`src/rtl/mips_pipe_pkg.sv`:
```
// Shared encodings for the 5-stage pipeline control logic: forwarding selects,
// hazard unit states and the hard-wired zero register.
package mips_pipe_pkg;

  localparam logic [1:0] FWD_REG   = 2'b00;
  localparam logic [1:0] FWD_MEMWB = 2'b01;
  localparam logic [1:0] FWD_EXMEM = 2'b10;

  localparam logic [4:0] REG_ZERO = 5'd0;

  typedef enum logic [1:0] {
    StRun     = 2'b00,
    StWaitMem = 2'b01,
    StErr     = 2'b10
  } hz_state_e;

endpackage

```
`src/rtl/fwd_sel.sv`:
```
// EX operand source selector: picks the youngest in-flight producer of src_i,
// never forwarding register 0.
module fwd_sel
  import mips_pipe_pkg::*;
(
  input  logic [4:0] src_i,
  input  logic [4:0] ex_mem_dst_i,
  input  logic       ex_mem_regwrite_i,
  input  logic [4:0] mem_wb_dst_i,
  input  logic       mem_wb_regwrite_i,
  output logic [1:0] sel_o
);

  always_comb begin
    sel_o = FWD_REG;
    if (ex_mem_regwrite_i && (ex_mem_dst_i != REG_ZERO) && (ex_mem_dst_i == src_i)) begin
      sel_o = FWD_EXMEM;
    end else if (mem_wb_regwrite_i && (mem_wb_dst_i != REG_ZERO) && (mem_wb_dst_i == src_i)) begin
      sel_o = FWD_MEMWB;
    end
  end

endmodule

```
`src/rtl/hazard_fwd_unit.sv`:
```
// Pipeline hazard control: load-use stall, branch flush, data-memory freeze with
// timeout, EX forwarding selects and saturating stall/flush counters.
module hazard_fwd_unit
  import mips_pipe_pkg::*;
#(
  parameter int unsigned WAIT_TIMEOUT = 255,
  parameter int unsigned CNT_W        = 16
) (
  input  logic             reloj,
  input  logic             reset_n,
  input  logic [4:0]       if_id_rs,
  input  logic [4:0]       if_id_rt,
  input  logic             if_id_use_rt,
  input  logic [4:0]       id_ex_rs,
  input  logic [4:0]       id_ex_rt,
  input  logic [4:0]       id_ex_dst,
  input  logic             id_ex_memread,
  input  logic [4:0]       ex_mem_dst,
  input  logic             ex_mem_regwrite,
  input  logic [4:0]       mem_wb_dst,
  input  logic             mem_wb_regwrite,
  input  logic             branch_taken,
  input  logic             dmem_busy,
  output logic             pc_en,
  output logic             enableIF,
  output logic             resetIF,
  output logic             enableID,
  output logic             resetID,
  output logic [1:0]       fwd_a,
  output logic [1:0]       fwd_b,
  output logic             mem_err,
  output logic [CNT_W-1:0] stall_cnt,
  output logic [CNT_W-1:0] flush_cnt
);

  localparam int unsigned WaitW = (WAIT_TIMEOUT < 2) ? 1 : $clog2(WAIT_TIMEOUT + 1);

  hz_state_e        state_q, state_d;
  logic [WaitW-1:0] wait_q, wait_d;
  logic             mem_err_q, mem_err_d;
  logic [CNT_W-1:0] stall_q, stall_d, flush_q, flush_d;

  logic load_use, stall_inc, flush_inc;
  logic pc_en_c, en_if_c, rst_if_c, en_id_c, rst_id_c;
  logic [1:0] sel_a, sel_b;

  assign load_use = id_ex_memread && (id_ex_dst != REG_ZERO) &&
                    ((id_ex_dst == if_id_rs) || (if_id_use_rt && (id_ex_dst == if_id_rt)));

  always_comb begin
    state_d   = state_q;
    wait_d    = wait_q;
    mem_err_d = mem_err_q;
    stall_inc = 1'b0;
    flush_inc = 1'b0;
    pc_en_c   = 1'b0;
    en_if_c   = 1'b0;
    rst_if_c  = 1'b0;
    en_id_c   = 1'b0;
    rst_id_c  = 1'b0;
    unique case (state_q)
      StRun: begin
        if (dmem_busy) begin
          state_d   = StWaitMem;
          wait_d    = '0;
          stall_inc = 1'b1;
        end else if (branch_taken) begin
          // Flush wins over load-use: the stalled instruction is squashed anyway.
          pc_en_c   = 1'b1;
          en_if_c   = 1'b1;
          rst_if_c  = 1'b1;
          en_id_c   = 1'b1;
          rst_id_c  = 1'b1;
          flush_inc = 1'b1;
        end else if (load_use) begin
          en_id_c   = 1'b1;
          rst_id_c  = 1'b1;
          stall_inc = 1'b1;
        end else begin
          pc_en_c = 1'b1;
          en_if_c = 1'b1;
          en_id_c = 1'b1;
        end
      end
      StWaitMem: begin
        stall_inc = 1'b1;
        if (!dmem_busy) begin
          state_d = StRun;
          wait_d  = '0;
        end else if (wait_q == WaitW'(WAIT_TIMEOUT)) begin
          state_d   = StErr;
          mem_err_d = 1'b1;
        end else begin
          wait_d = wait_q + WaitW'(1);
        end
      end
      StErr: begin
        mem_err_d = 1'b1;
      end
      default: begin
        state_d = StRun;
      end
    endcase
  end

  always_comb begin
    stall_d = stall_q;
    flush_d = flush_q;
    if (stall_inc && (stall_q != '1)) stall_d = stall_q + CNT_W'(1);
    if (flush_inc && (flush_q != '1)) flush_d = flush_q + CNT_W'(1);
  end

  always_ff @(posedge reloj or negedge reset_n) begin
    if (!reset_n) begin
      state_q   <= StRun;
      wait_q    <= '0;
      mem_err_q <= 1'b0;
      stall_q   <= '0;
      flush_q   <= '0;
    end else begin
      state_q   <= state_d;
      wait_q    <= wait_d;
      mem_err_q <= mem_err_d;
      stall_q   <= stall_d;
      flush_q   <= flush_d;
    end
  end

  fwd_sel u_fwd_a (
    .src_i             (id_ex_rs),
    .ex_mem_dst_i      (ex_mem_dst),
    .ex_mem_regwrite_i (ex_mem_regwrite),
    .mem_wb_dst_i      (mem_wb_dst),
    .mem_wb_regwrite_i (mem_wb_regwrite),
    .sel_o             (sel_a)
  );

  fwd_sel u_fwd_b (
    .src_i             (id_ex_rt),
    .ex_mem_dst_i      (ex_mem_dst),
    .ex_mem_regwrite_i (ex_mem_regwrite),
    .mem_wb_dst_i      (mem_wb_dst),
    .mem_wb_regwrite_i (mem_wb_regwrite),
    .sel_o             (sel_b)
  );

  // Reset forces the pipeline registers into bubble and blocks all loads.
  assign pc_en     = reset_n & pc_en_c;
  assign enableIF  = reset_n & en_if_c;
  assign enableID  = reset_n & en_id_c;
  assign resetIF   = ~reset_n | rst_if_c;
  assign resetID   = ~reset_n | rst_id_c;
  assign fwd_a     = reset_n ? sel_a : FWD_REG;
  assign fwd_b     = reset_n ? sel_b : FWD_REG;
  assign mem_err   = mem_err_q;
  assign stall_cnt = stall_q;
  assign flush_cnt = flush_q;

endmodule
```
`config.mk`:
```
export PLATFORM = sky130hd
export DESIGN_NAME = hazard_fwd_unit
export DESIGN_NICKNAME = d
export VERILOG_FILES = /design/src/rtl/mips_pipe_pkg.sv /design/src/rtl/fwd_sel.sv /design/src/rtl/hazard_fwd_unit.sv
export SDC_FILE = /design/constraint.sdc
export NUM_CORES = 1
export LEC_CHECK = 0
export ABC_AREA = 0
export CAP_MARGIN = 0
export CORE_MARGIN = 4
export CORE_UTILIZATION = 40
export DETAILED_ROUTE_END_ITERATION = 7
export PLACE_DENSITY = 0.75
export SYNTH_ARGS = -nofsm -noshare
export SYNTH_HDL_FRONTEND = slang
export SYNTH_SLANG_ARGS = --single-unit
```
`constraint.sdc`:
```
create_clock -name reloj -period 2.7 [get_ports reloj]
set_input_delay 0.81 -clock reloj [delete_from_list [all_inputs] [get_ports reloj]]
set_output_delay 0.81 -clock reloj [all_outputs]
set_load 0.03 [all_outputs]
```
## Word level (Yosys, flattened, before mapping)

Cells that the tools add are included.

| storage, ports and cells | value |
|---|---|
| output and inout port bits | 42 |
| memories | 0 |
| bits of input ports | 43 |
| bits in writable memories | 0 |
| logic and storage cells | 84 |
| bits in registers | 43 |
| latch bits | 0 |
| memory bits (read-only) | 0 |

| operators by class | value |
|---|---|
| bitwise operators | 6 |
| multiplexer cells | 33 |
| add/sub/neg operators | 3 |
| magnitude comparators | 0 |
| shifts and indexed selects | 0 |
| divide/modulo/power cells | 0 |
| equality and inequality tests | 16 |
| $mul | 0 |
| reductions and logical operators | 21 |

Operators with widths:

| operator | number |
|---|---|
| $add A16 B1 Y16 const B | 2 |
| $ne A16 B16 Y1 const B | 2 |
| $eq A5 B5 Y1 | 6 |
| $mux W8 | 3 |
| $mux W1 | 19 |
| $pmux W8 S2 | 1 |
| $reduce_bool A5 Y1 | 3 |
| $mux W2 | 7 |
| $logic_and A1 B1 Y1 | 11 |
| $reduce_and A3 Y1 | 3 |
| $add A8 B1 Y8 const B | 1 |
| $eq A8 B8 Y1 const B | 1 |
| $ne A2 B2 Y1 const B | 3 |
| $ne A3 B3 Y1 const B | 2 |
| $pmux W2 S3 | 1 |
| $pmux W1 S2 | 2 |
| $reduce_bool A2 Y1 | 2 |
| $and A1 B1 Y1 | 2 |
| $eq A2 B1 Y1 const B | 1 |
| $eq A2 B2 Y1 const B | 1 |
| $logic_not A2 Y1 | 1 |
| $not A1 Y1 | 2 |
| $or A1 B1 Y1 | 2 |
| $logic_or A1 B1 Y1 | 1 |

## Longest topological paths before layout

| logic depth | value |
|---|---|
| word-level depth | 9 |
| gate-level depth with buffers | 7 |
| gate-level depth less buffers | 7 |

## Modules after synthesis

A second synthesis with hierarchy kept.

| second synthesis, totals | value |
|---|---|
| cells, all modules | 265 |
| area total of the unflattened synthesis | 2622.5 um^2 |

By module, submodules not included:

| module | cells each | area each (um^2) | seq. area each (um^2) | instances |
|---|---|---|---|---|
| hazard_fwd_unit | 225 | 2319.7 | 1076.0 | 1 |
| fwd_sel | 20 | 151.4 | 0.0 | 2 |

## Worst setup path after synthesis

No wires, ideal clock.

| timing path | value |
|---|---|
| path kind | input -> output |
| from | in ex_mem_dst[0] |
| to | out fwd_a[0] |
| stages | 4 |
| arrival | 2605 ps |
| setup slack | -715 ps |
| data required time | 1890 ps |
| buffers on the path | 0 |
| cells stage by stage | or4_1 > o21ai_0 > nor4_1 > nor4_1 |

| on the way | value |
|---|---|
| longest elaborated chain between the ends | 5 |
| elaborated cells on any way between the ends | 6 |
| those cells by class | eq/ne (1); mux (2); reduce/logical (3) |

RTL lines:

| element | line | text |
|---|---|---|
| start: declaration | hazard_fwd_unit.sv:18 | `input logic [4:0] ex_mem_dst,` |
| $reduce_bool A5 Y1 | fwd_sel.sv:16 | `if (ex_mem_regwrite_i && (ex_mem_dst_i != REG_ZERO) && (ex_mem_dst_i == src_i)) begin` |
| $logic_and A1 B1 Y1 | fwd_sel.sv:16 |  |
| $logic_and A1 B1 Y1 * | fwd_sel.sv:16 |  |
| $mux W2 * | fwd_sel.sv:16 |  |
| $mux W2 * | hazard_fwd_unit.sv:153 | `assign fwd_a = reset_n ? sel_a : FWD_REG;` |
| end: declaration | hazard_fwd_unit.sv:29 | `output logic [1:0] fwd_a,` |

Mark *: on every way between the ends. The rest lies on a longest branch, timed or not.

## Worst setup path after layout

| timing path | value |
|---|---|
| from | in id_ex_dst[2] |
| to | out enableIF |

| on the way | value |
|---|---|
| longest elaborated chain between the ends | 9 |
| elaborated cells on any way between the ends | 12 |
| those cells by class | eq/ne (2); mux (4); bitwise (1); reduce/logical (5) |

RTL lines:

| element | line | text |
|---|---|---|
| start: declaration | hazard_fwd_unit.sv:16 | `input logic [4:0] id_ex_dst,` |
| $eq A5 B5 Y1 | hazard_fwd_unit.sv:48 | `((id_ex_dst == if_id_rs) \|\| (if_id_use_rt && (id_ex_dst == if_id_rt)));` |
| $logic_and A1 B1 Y1 | hazard_fwd_unit.sv:48 |  |
| $logic_or A1 B1 Y1 | hazard_fwd_unit.sv:48 |  |
| $logic_and A1 B1 Y1 * | hazard_fwd_unit.sv:47 | `assign load_use = id_ex_memread && (id_ex_dst != REG_ZERO) &&` |
| $mux W1 * | hazard_fwd_unit.sv:75 | `end else if (load_use) begin` |
| $mux W1 * | hazard_fwd_unit.sv:67 | `end else if (branch_taken) begin` |
| $mux W1 * | hazard_fwd_unit.sv:63 | `if (dmem_busy) begin` |
| $mux W1 * | hazard_fwd_unit.sv:61 | `unique case (state_q)` |
| $and A1 B1 Y1 * | hazard_fwd_unit.sv:149 | `assign enableIF = reset_n & en_if_c;` |
| end: declaration | hazard_fwd_unit.sv:25 | `output logic enableIF,` |

Marked as above.

==> impl_metrics.tcl <==
set metrics [dict create \
    syn-cell-area_um2 2480 \
    h-tree-depth 2 \
    finalPower_uw 1290 \
    start_util_pct 41.7 \
    synth_area_leaders "dfrtp_1, xnor2_1, xor2_1, nand2_1, nand3_1" \
    cpMaxStageDelayCell "o31a_1" \
    placedCellCount 446 \
    p_per_area_nw_per_um2 323 \
    setup_violations 7 \
    io_pins 85 \
    synth_area_leader_cell "dfrtp_1" \
    status "finished with violations" \
    core_um2 5960 \
    rr_startpoint "wait_q[0]" \
    viasPerCell 5.11 \
    p_leak_uw 0.00179 \
    hold_class "register to register" \
    ir_worst_vdd_uv 192 \
    final_cell_mix "dfrtp_1, buf_4, clkdlybuf4s50_1" \
    port_buffers 84 \
    grt_util_all_layers_pct 18.9 \
    cts_made_buffers 5 \
    stdcell_count 464 \
    ff2ff_setup_slack_ps 730 \
    postCtsHoldBufs 0 \
    cts.path.max_buffers 2 \
    clock_skew_ps 12.6 \
    nets 434 \
    synth_seq_cells 43 \
    path_max_fanout 2 \
    synth-seq-area-share_pct 43.3 \
    path_cells "buf_8 -> buf_6 -> xor2_2 -> nor4_2 -> a32oi_1 -> buf_4 -> o31a_1 -> buf_6" \
    drtIter0Drc 173 \
    cts_root_buf "clkbuf_8" \
    critical_path.max_stage_delay_ps 300 \
    cts.sink_count 43 \
    synth_nets 298 \
    required_ps 1890 \
    rows 28 \
    antenna_cells 0 \
    r2r_end "wait_q[3]" \
    layout_commonest_cell "dfrtp_1" \
    failed_checks "negative setup slack" \
    drc 0 \
    yosysWarnings 0 \
    postSynthCellCount 252 \
    synth_edf_count 0 \
    worst_pin_slew_ps 447 \
    grt_start_max_net_pins 36 \
    antenna_found_initial 0 \
    post_synth.cell_area_avg_um2 9.86 \
    cts_tree "done" \
    totalWireLength_mm 7.03 \
    hold_violations 0 \
    place_congestion 0.855 \
    worst_setup_path_end_kind "primary output" \
    slew_headroom_pct 70.2 \
    area_growth_pct 61.1 \
    synthDistinctLibCells 39 \
    r2r_cells 7 \
    ant_nets 0 \
    synth-async-reset-ratio_pct 100 \
    wl_per_cell_um 15.2 \
    synth_top_area_share_pct 43.3 \
    hold_end "mem_err" \
    min_period_over_period_pct 112 \
    fp.dieW_um 86.8 \
    dr.pass1.iters 5 \
    crit_arrival_ps 2220 \
    grt_pass1_vias 2481 \
    vias 2369 \
    crit_type "input port to primary output" \
    grt_pass1_wl_mm 11.4 \
    crit_top_cell "buf_6" \
    placed_area_um2 3720 \
    dieArea_um2 7530 \
    slew_violations 0 \
    fp.dieH_um 86.8 \
    ys.flop_type "dfrtp_1" \
    rsz0062_at_grt "yes" \
    hold_start "mem_err" \
    layout-drive-gt1-share_pct 28.3 \
    worst_setup_path_start_kind "input port" \
    period_minus_slack_ps 3030 \
    setup_slack_ps -329 \
    clk_pin_slew_ps 80 \
    maxCapViolations 0 \
    hold_depth 1 \
    fmax_mhz 330 \
    dp_hpwl_mm 5.20 \
    finalInstanceArea_um2 4000 \
    gr-total-overflow 0 \
    clock_latency_ps 300 \
]
[state kept, by name (all words and copies together), names as in the netlist]
name,count
mem_err,1
flush_cnt,16
wait_q,8
state_q,2
stall_cnt,16
[worst max path at each step]
stage	startpoint	endpoint	depth (start not counted)
6_report	id_ex_dst[2]	enableIF	8
5_1_grt	id_ex_dst[2]	pc_en	8
4_1_cts	ex_mem_dst[0]	fwd_b[0]	6
3_5_place_dp	id_ex_dst[3]	resetID	7
3_3_place_gp	id_ex_dst[1]	resetID	6
2_1_floorplan	id_ex_dst[1]	pc_en	4
[where the power goes]
part | switching, uW | total (uW) | internal [uW]
combinational | 93.9 | 205 | 111
clock | 233 | 442 | 209
sequential | 1.26 | 645 | 644
total | 328 | 1290 | 964
[logic make-up after synthesis]
logic type,share of synthesized area [%]
AO/OA/AOI/OAI,9.12
XOR/XNOR,21.2
adder cells (fa/ha/maj),1.51
buffers and inverters,1.41
flip-flops,43.3
multiplexers,1.46
AND/OR/NAND/NOR,22.0
[area by class of cell]
class,instances,area [um2]
multi-input combinational,203,1520
clock buffer,6,82.6
tap,75,93.8
fill,495,1950
inverter,3,11.3
sequential,43,1080
timing repair buffer,132,1200
clock inverter,2,16.3
[Yosys cell counts (5+ instances only)]
library cell,n
a21oi_1,6
and3_1,10
dfrtp_1,43
nand2_1,26
nand3_1,18
nand4_1,11
nor2_1,17
nor4_1,5
o21ai_0,13
or4_1,5
xnor2_1,33
xor2_1,27
[critical path: cells and delay by family]
kind                      cells  cell delay [ps]
AOI/OAI and AO/OA             2              460
xor gates and xnor gates      1              140
buffers and inverters         4              540
and+or+nand+nor               1              260
[stage by stage]
step / setup TNS [ps] / hold WS (ps) / utilization (%) / setup WS (ps)
floorplan: -500 / 456 / - / -213
global placement: -9940 / 456 / 62.4 / -913
detailed placement: -10740 / 460 / 62.4 / -935
CTS: -1880 / 478 / 65.9 / -326
global route: -3150 / 486 / 67.2 / -415
finish: -1800 / 472 / 67.2 / -329
[metal layers]
metal | wire (um) | track usage, % | vias to the layer above
li1 | - | - | 1167
met1 | 2960 | 22.7 | 1121
met2 | 3620 | 33.8 | 71
met3 | 371 | 4.09 | 10
met4 | 89 | 5.24 | 0
met5 | 0 | 0 | -
[timing repair]
item,4_1_cts,5_1_grt
resized for setup,109,37
setup endpoints to repair,24,8
pin swaps,27,16
buffers inserted,6,5
cloned,0,0
Note: power is estimated with default switching activity, not from simulation.
